$ cat src/rtl/beehive_ctrl_noc_msg.sv
// Shared NOC message definitions for the ctrl/data NOC header converters:
// flit widths, header layouts and the extra-header flit count helper.
package beehive_ctrl_noc_msg;

  localparam int NOC_DATA_WIDTH   = 512;
  localparam int CTRL_NOC1_DATA_W = 64;
  localparam int BASE_FLIT_W      = 2 * CTRL_NOC1_DATA_W;
  localparam int MSG_LEN_W        = 8;

  typedef struct packed {
    logic [7:0]           dst_x;
    logic [7:0]           dst_y;
    logic [3:0]           dst_fbits;
    logic [MSG_LEN_W-1:0] msg_len;
    logic [7:0]           msg_type;
    logic [7:0]           src_x;
    logic [7:0]           src_y;
    logic [3:0]           src_fbits;
    logic [7:0]           rsvd;
  } routing_hdr_flit;

  // Wide header flit: routing word, misc word, then the extra-header region.
  typedef struct packed {
    routing_hdr_flit                          core;
    logic [7:0]                               metadata_flits;
    logic [CTRL_NOC1_DATA_W-9:0]              misc;
    logic [NOC_DATA_WIDTH-BASE_FLIT_W-1:0]    body;
  } beehive_noc_hdr_flit;

  // Both converter ends call this so they agree on the ctrl-flit count.
  function automatic int extra_hdr_flits(input int extra_w);
    return (extra_w + CTRL_NOC1_DATA_W - 1) / CTRL_NOC1_DATA_W;
  endfunction

endpackage

$ cat src/rtl/extra_hdr_noc_data_to_ctrl.sv
// Serializes one wide header flit with an extra-header field into ctrl NOC
// flits: routing header (length patched), misc header, extra chunks MSB-first.
module extra_hdr_noc_data_to_ctrl
  import beehive_ctrl_noc_msg::*;
#(
  parameter int EXTRA_W = 96
) (
  input  logic                        clk,
  input  logic                        rst_n,
  input  logic                        src_noc_dtc_val,
  input  logic [NOC_DATA_WIDTH-1:0]   src_noc_dtc_data,
  output logic                        noc_dtc_src_rdy,
  output logic                        noc_dtc_dst_val,
  output logic [CTRL_NOC1_DATA_W-1:0] noc_dtc_dst_data,
  input  logic                        dst_noc_dtc_rdy,
  output logic [1:0]                  dbg_state_o
);

  localparam int EXTRA_FLITS = extra_hdr_flits(EXTRA_W);
  localparam int SAVE_W      = EXTRA_FLITS * CTRL_NOC1_DATA_W;
  localparam int IDX_W       = (EXTRA_FLITS > 1) ? $clog2(EXTRA_FLITS) : 1;
  localparam logic [IDX_W-1:0] IDX_LAST = IDX_W'(EXTRA_FLITS - 1);

  localparam logic [1:0] ST_READY     = 2'd0;
  localparam logic [1:0] ST_HDR_1     = 2'd1;
  localparam logic [1:0] ST_HDR_2     = 2'd2;
  localparam logic [1:0] ST_REM_FLITS = 2'd3;

  if (EXTRA_W <= 0 || EXTRA_W > NOC_DATA_WIDTH - BASE_FLIT_W) begin : g_bad_extra_w
    $error("EXTRA_W must be in 1..NOC_DATA_WIDTH-BASE_FLIT_W");
  end

  // Handshake rules: a side transfers on a clock edge where val & rdy.
  // dst_val depends only on state; src_rdy is high in READY and, on the last
  // extra beat, follows dst_rdy combinationally so a new flit can chain in.
  logic [1:0]                state_q, state_d;
  logic [IDX_W-1:0]          idx_q, idx_d;
  logic [NOC_DATA_WIDTH-1:0] flit_q, flit_d;

  beehive_noc_hdr_flit         hdr_view;
  routing_hdr_flit             hdr1;
  logic [EXTRA_W-1:0]          extra;
  logic [SAVE_W-1:0]           padded;
  logic [CTRL_NOC1_DATA_W-1:0] chunks [EXTRA_FLITS];
  logic                        last_beat;
  logic                        capture;
  logic                        unused_flit;

  assign hdr_view = flit_q;
  assign extra    = hdr_view.body[NOC_DATA_WIDTH-BASE_FLIT_W-1 -: EXTRA_W];
  assign padded   = SAVE_W'(extra) << (SAVE_W - EXTRA_W);
  // Body bits below the extra field are carried in the register but never sent.
  assign unused_flit = ^hdr_view.body;

  for (genvar g = 0; g < EXTRA_FLITS; g++) begin : g_chunk
    assign chunks[g] = padded[g*CTRL_NOC1_DATA_W +: CTRL_NOC1_DATA_W];
  end

  always_comb begin
    hdr1         = hdr_view.core;
    hdr1.msg_len = MSG_LEN_W'(1 + EXTRA_FLITS);
  end

  assign last_beat       = (state_q == ST_REM_FLITS) && (idx_q == '0);
  assign noc_dtc_dst_val = (state_q != ST_READY);
  assign noc_dtc_src_rdy = rst_n & ((state_q == ST_READY) | (last_beat & dst_noc_dtc_rdy));
  assign capture         = src_noc_dtc_val & noc_dtc_src_rdy;
  assign dbg_state_o     = state_q;

  always_comb begin
    noc_dtc_dst_data = '0;
    case (state_q)
      ST_HDR_1:     noc_dtc_dst_data = hdr1;
      ST_HDR_2:     noc_dtc_dst_data = {hdr_view.metadata_flits, hdr_view.misc};
      ST_REM_FLITS: noc_dtc_dst_data = chunks[idx_q];
      default:      noc_dtc_dst_data = '0;
    endcase
  end

  always_comb begin
    state_d = state_q;
    idx_d   = idx_q;
    flit_d  = flit_q;
    case (state_q)
      ST_HDR_1: if (dst_noc_dtc_rdy) state_d = ST_HDR_2;
      ST_HDR_2: if (dst_noc_dtc_rdy) state_d = ST_REM_FLITS;
      ST_REM_FLITS: begin
        if (dst_noc_dtc_rdy) begin
          if (idx_q != '0) idx_d = idx_q - IDX_W'(1);
          else             state_d = ST_READY;
        end
      end
      default: state_d = ST_READY;
    endcase
    // Capture wins over the READY fallback so back-to-back messages have no bubble.
    if (capture) begin
      flit_d  = src_noc_dtc_data;
      idx_d   = IDX_LAST;
      state_d = ST_HDR_1;
    end
  end

  always_ff @(posedge clk or negedge rst_n) begin
    if (!rst_n) begin
      state_q <= ST_READY;
      idx_q   <= '0;
      flit_q  <= '0;
    end else begin
      state_q <= state_d;
      idx_q   <= idx_d;
      flit_q  <= flit_d;
    end
  end

endmodule

$ cat config.mk
export PLATFORM = sky130hd
export DESIGN_NAME = extra_hdr_noc_data_to_ctrl
export DESIGN_NICKNAME = d
export VERILOG_FILES = /design/src/rtl/beehive_ctrl_noc_msg.sv /design/src/rtl/extra_hdr_noc_data_to_ctrl.sv
export SDC_FILE = /design/constraint.sdc
export NUM_CORES = 1
export LEC_CHECK = 0
export ABC_CLOCK_PERIOD_IN_PS = 2110
export CAP_MARGIN = 0
export CORE_AREA = 2 2 230 232
export CTS_BUF_LIST = sky130_fd_sc_hd__clkbuf_4
export CTS_CLUSTER_SIZE = 20
export DETAILED_ROUTE_END_ITERATION = 6
export DIE_AREA = 0 0 232 234
export PLACE_DENSITY = 0.45
export SLEW_MARGIN = 40
export SYNTH_ARGS = -nofsm -noshare
export SYNTH_HDL_FRONTEND = slang
export SYNTH_SLANG_ARGS = --single-unit
$ cat constraint.sdc
create_clock -name clk -period 2.11 [get_ports clk]
set_clock_uncertainty 0.1 [all_clocks]
set_input_delay 0.422 -clock clk [delete_from_list [all_inputs] [get_ports clk]]
set_output_delay 0.422 -clock clk [all_outputs]
set_load 0.02 [all_outputs]
==> impl_metrics.json, run 1 <==
{
  "final_common_cell": "clkdlybuf4s50_1",
  "critPathMaxStageDelay_ps": 450,
  "worst_r2r_path_depth": 10,
  "die_area_um2": 54300,
  "num_vias": 7540,
  "max-clock-path-buffers": 3,
  "leakagePower_nw": 7.24,
  "crit_type": "reg2out",
  "drv_cap": 0,
  "critical_path.max_fanout": 8,
  "cp.required_ps": 1590,
  "power_density_nw_per_um2": 1500,
  "synthesis.area_um2": 10700,
  "setup-violations-final": 283,
  "final_layout_size_suffix_gt1_frac": 0.541,
  "yosys_register_bits": 219,
  "rsz0062_at_grt": "true",
  "cp_cell_sequence": "buf_8, ha_4, buf_6, buf_6, a222oi_1, nor2_2, buf_6",
  "finalHoldViolations": 0,
  "chipWidth_um": 232,
  "drv_slew": 0,
  "avgSynthCellArea_um2": 15.7,
  "r2r-start": "dbg_state_o[0]",
  "final_antenna_net_count": 0,
  "worstMarginPinSlew_ps": 774,
  "clock_latency_ps": 760,
  "synth_edf_count": 0,
  "grt_overflow": 0,
  "synth_ff_type": "dfrtp_1",
  "peakVddDrop_uv": 560,
  "htree_num_levels": 3,
  "start_kind": "flip-flop",
  "cp_num_buf_inv": 4,
  "dp_cells": 1670,
  "hp-class": "in2reg",
  "syn_to_final_growth_pct": 55.8,
  "antenna_found_initial": 9,
  "netlist_top_cells_area": "dfrtp_1 51%, mux2_4 28%, a222oi_1 5.2%",
  "root_buffer": "clkbuf_4",
  "final_cell_mix": "218 x clkdlybuf4s50_1, 216 x dfrtp_1, 214 x mux2_4, 94 x clkbuf_4, 67 x buf_6",
  "finalWirelength_um": 37200,
  "synth_top_area_frac": 0.512,
  "wl_per_cell_um": 20.3,
  "max_freq_ghz": 0.335,
  "cts_buffers": 69,
  "yosysUniqueCellTypes": 27,
  "grt_pass1_vias": 8245,
  "track_usage": 0.131,
  "place.gp.congestion": 0.738,
  "crit_top_cell": "buf_6",
  "die_height_um": 234,
  "fin_nets": 1622,
  "drt-vias-per-instance": 4.12,
  "layout_min_cycle_time_ps": 2980,
  "instances_no_fill": 1831,
  "fin_ws_ps": -871,
  "initialDrtViolationCount": 532,
  "yosys.area.top_type": "dfrtp_1",
  "crit_cells": 7,
  "clkTransAtPathRegs_ps": 60,
  "dp_hpwl_um": 24200,
  "start_util": 0.206,
  "synth.net_count": 1202,
  "tritoncts": "yes",
  "yosysSeqAreaShare": 0.512,
  "synthArstFlopShare": 1.00,
  "hold_depth": 2,
  "ios": 584,
  "critical-path-top-delay-family": "buffers and inverters",
  "hold_slack_ps": 155,
  "startpoint": "dbg_state_o[1]",
  "clock-sinks": 219,
  "num_rows": 84,
  "grt_pass1_wl_um": 52700,
  "slew_headroom": 0.484,
  "period_share": 1.41,
  "p_total_mw": 25.0,
  "portBuffers": 287,
  "status": "complete, but fails checks",
  "design.core.area_um2": 52000,
  "worst_ep_arrival_time_ps": 2460,
  "drcViolationCount": 0,
  "r2r_end": "flit_q[407]",
  "synth_warnings": 0,
  "crit_path_end_kind": "output port",
  "firstDrtPassIters": 7,
  "slowest_stage": "dfrtp_2",
  "r2r_setup_slack_ps": -180,
  "endpoint": "noc_dtc_dst_data[6]",
  "grt_max_degree": 116,
  "violations": "negative setup slack",
  "synthesis.instances": 680
}
[report_power, final]
part           leakage, nW  internal [mW]  switching, mW
logic                 4.14           7.64           5.26
clock network        0.501           2.40           1.99
registers             2.59           6.37           1.30
[worst min-delay path by stage]
stage	startpoint	endpoint	slack, ps
final	src_noc_dtc_data[492]	flit_q[492]	160
after global routing	src_noc_dtc_data[395]	flit_q[395]	80
after CTS	rst_n	idx_q	20
after detailed placement	rst_n	flit_q[375]	390
after global placement	flit_q[369]	flit_q[369]	390
after floorplan	rst_n	dbg_state_o[0]	30
[layer usage]
metal | global-route usage | wire [um] | up-vias
li1 | - | - | 3420
met5 | 0 | 76 | -
met1 | 0.182 | 17600 | 3733
met4 | 0.0443 | 786 | 12
met3 | 0.0556 | 3240 | 70
met2 | 0.180 | 15500 | 305
[repair_timing]
action / 4_1_cts / 5_1_grt
setup endpoints to repair: 279 / 282
cloned: 1 / 13
pin swaps: 63 / 54
setup buffers: 18 / 17
endpoints found under the hold margin: 60 / 0
resized for setup: 334 / 86
hold buffers: 1 / 0
[stage by stage]
stage	TNS, ps	cell area, um2	utilization	worst slack (ps)
6_report	-76980	16700	0.321	-871
5_1_grt	-110060	16700	0.320	-1040
4_1_cts	-89240	15900	0.306	-1040
3_5_place_dp	-64720	14900	0.286	-608
3_3_place_gp	-62520	14900	0.286	-627
2_1_floorplan	-794	10900	-	-36.3
[sequential cells by signal, summed over array words and instances (netlist names)]
name and cells:
dbg_state_o 2, flit_q 216, idx_q 1
[logic make-up (layout without fill, tap and decap cells)]
family	Yosys count	after routing	share of synthesized area
muxes	248	248	0.331
DFF	219	219	0.512
and+or+nand+nor	76	76	0.0293
AOI/OAI and AO/OA	72	72	0.0637
buffers and inverters	59	518	0.0567
adders and majority gates	6	6	0.00701
other	0	4	0
[synth_stat cells, drive strengths merged, types with 2 or more instances]
cell type,count
buf,34
nand3,2
a21boi,2
clkbuf,22
a21oi,2
ha,6
nand2,6
a22oi,6
dfrtp,219
mux2,248
nand3b,2
inv,3
o21ai,2
a222oi,56
nor2,63
a31oi,2
[layout make-up]
type / count / area, um2
fillers: 5212 / 35300
flip-flops and latches: 219 / 5480
multi-input cells: 402 / 4930
repair buffers: 405 / 4520
well taps: 688 / 861
clock buffers: 94 / 706
clock inverters: 16 / 149
inverters: 3 / 11.3
diodes: 4 / 10.0
No activity file was read; power rests on OpenSTA's default activity.
==> inputs of run 2 (changes only) <==
--- a/config.mk
+++ b/config.mk
@@ -12,7 +12,8 @@
 export CTS_CLUSTER_SIZE = 20
 export DETAILED_ROUTE_END_ITERATION = 6
 export DIE_AREA = 0 0 232 234
-export PLACE_DENSITY = 0.45
+export GPL_ROUTABILITY_DRIVEN = 0
+export PLACE_DENSITY = 0.58
 export SLEW_MARGIN = 40
 export SYNTH_ARGS = -nofsm -noshare
 export SYNTH_HDL_FRONTEND = slang
==> impl_metrics.json, run 2 (synthesis results as in run 1) <==
{
  "violations": "negative setup slack",
  "drt-vias-per-instance": 4.18,
  "dp_cells": 1674,
  "r2r_setup_slack_ps": -580,
  "portBuffers": 287,
  "chipWidth_um": 232,
  "fin_nets": 1656,
  "p_int_mw": 17.1,
  "dp_hpwl_um": 23200,
  "crit_type": "reg2out",
  "tritoncts": "yes",
  "multi_input_area_um2": 4940,
  "final_layout_size_suffix_gt1_frac": 0.558,
  "drv_slew": 0,
  "grt_pass1_vias": 8635,
  "start_util": 0.206,
  "design.core.area_um2": 52000,
  "max_freq_ghz": 0.322,
  "pwr-share-comb": 0.537,
  "place_ws_ps": -538,
  "final_common_cell": "clkdlybuf4s50_1",
  "grt_max_degree": 101,
  "die_height_um": 234,
  "cts_buffers": 68,
  "clkTransAtPathRegs_ps": 60,
  "pwr-share-clk": 0.168,
  "slew_headroom": 0.603,
  "instances_no_fill": 1870,
  "initialDrtViolationCount": 567,
  "critical_path.max_fanout": 6,
  "final.setup.tns_ps": -155970,
  "swShare": 0.341,
  "max-clock-path-buffers": 3,
  "start_kind": "flip-flop",
  "worst_ep_arrival_time_ps": 2580,
  "firstDrtPassIters": 6,
  "power_switching_mw": 8.84,
  "hold_end": "flit_q[299]",
  "num_rows": 84,
  "layout_min_cycle_time_ps": 3100,
  "fin_ws_ps": -994,
  "root_buffer": "clkbuf_4",
  "grt_overflow": 0,
  "peakVddDrop_uv": 621,
  "cp.required_ps": 1590,
  "grt_pass1_wl_um": 54800,
  "seqPwrFrac": 0.296,
  "drcViolationCount": 0,
  "status": "complete, but fails checks",
  "nFillCells": 5103,
  "final_antenna_net_count": 0,
  "num_vias": 7825,
  "wl_per_cell_um": 20.2,
  "die_area_um2": 54300,
  "clock-sinks": 219,
  "htree_num_levels": 3,
  "track_usage": 0.137,
  "leakagePower_nw": 7.58,
  "setup-violations-final": 286,
  "r2r_end": "flit_q[355]",
  "largest_reg_flops": 216,
  "power_density_nw_per_um2": 1490,
  "worstMarginPinSlew_ps": 596,
  "min_from": "src_noc_dtc_data[299]",
  "startpoint": "dbg_state_o[1]",
  "top_register": "flit_q",
  "period_share": 1.47,
  "rsz0062_at_grt": "true",
  "hp-class": "in2reg",
  "crit_path_end_kind": "output port",
  "regArea_um2": 5480,
  "r2r-start": "idx_q",
  "finalHoldViolations": 0,
  "finalWirelength_um": 37700,
  "antenna_found_initial": 6,
  "drv_cap": 0,
  "hold_depth": 2,
  "ios": 584,
  "final_cell_mix": "218 x clkdlybuf4s50_1, 217 x mux2_4, 216 x dfrtp_1, 99 x clkbuf_4, 86 x buf_6",
  "worst_r2r_path_depth": 13,
  "clock_latency_ps": 740,
  "syn_to_final_growth_pct": 63.1
}
run 2: worst max-delay path, cell delays in order (launching register included):
cell      delay (ps)
dfrtp_2          450
buf_6            140
ha_4             220
buf_12           170
buf_6            120
a222oi_1         390
buf_4            190
nor2_2            40
buf_6            120
run 2: final cells by class:
| class | instances | share of cell area |
|---|---|---|
| Multi-Input combinational cell | 402 | 0.283 |
| Tap cell | 688 | 0.0493 |
| Antenna cell | 2 | 0.000287 |
| Clock inverter | 17 | 0.00681 |
| Timing Repair Buffer | 440 | 0.303 |
| Inverter | 3 | 0.000788 |
| Sequential cell | 219 | 0.314 |
| Clock buffer | 99 | 0.0426 |
run 2: repair_timing:
action / CTS / global route
setup buffers: 40 / 27
pin swaps: 57 / 45
endpoints found under the setup margin: 284 / 287
hold buffers: 1 / 0
hold endpoints to repair: 98 / 0
cloned: 26 / 4
gates resized for setup: 377 / 110
run 2: metal layers:
| metal | GRT usage | vias up | part of all wire |
|---|---|---|---|
| met2 | 0.204 | 331 | 0.44 |
| li1 | - | 3495 | - |
| met5 | 0 | - | 0.00093 |
| met3 | 0.0530 | 59 | 0.090 |
| met4 | 0.0469 | 6 | 0.019 |
| met1 | 0.179 | 3934 | 0.45 |
run 2: power by group through the flow:
stage	Combinational [mW]	Sequential, mW	Clock (mW)
after floorplan	7.51	7.25	0
after global placement	11.5	7.60	0
after detailed placement	11.5	7.67	0
after CTS	13.4	7.63	4.52
after global routing	14.8	7.94	4.79
final	13.9	7.68	4.35
run 2: how the worst max path moves through the flow:
stage	endpoint	slack (ps)	depth (start not counted)
6_report	noc_dtc_dst_data[25]	-990	8
5_1_grt	noc_dtc_dst_data[32]	-1100	8
4_1_cts	noc_dtc_dst_data[32]	-1070	8
3_5_place_dp	noc_dtc_dst_data[33]	-540	5
3_3_place_gp	noc_dtc_dst_data[33]	-570	5
2_1_floorplan	noc_dtc_dst_data[10]	-40	6
run 2: through the flow:
stage	utilization	hold WS [ps]	area (um2)	power, mW
final	0.336	188	17500	26.0
after global routing	0.336	113	17500	27.5
after CTS	0.329	81.9	17100	25.5
after detailed placement	0.287	389	14900	19.2
after global placement	0.287	386	14900	19.1
after floorplan	-	26.4	10900	14.8
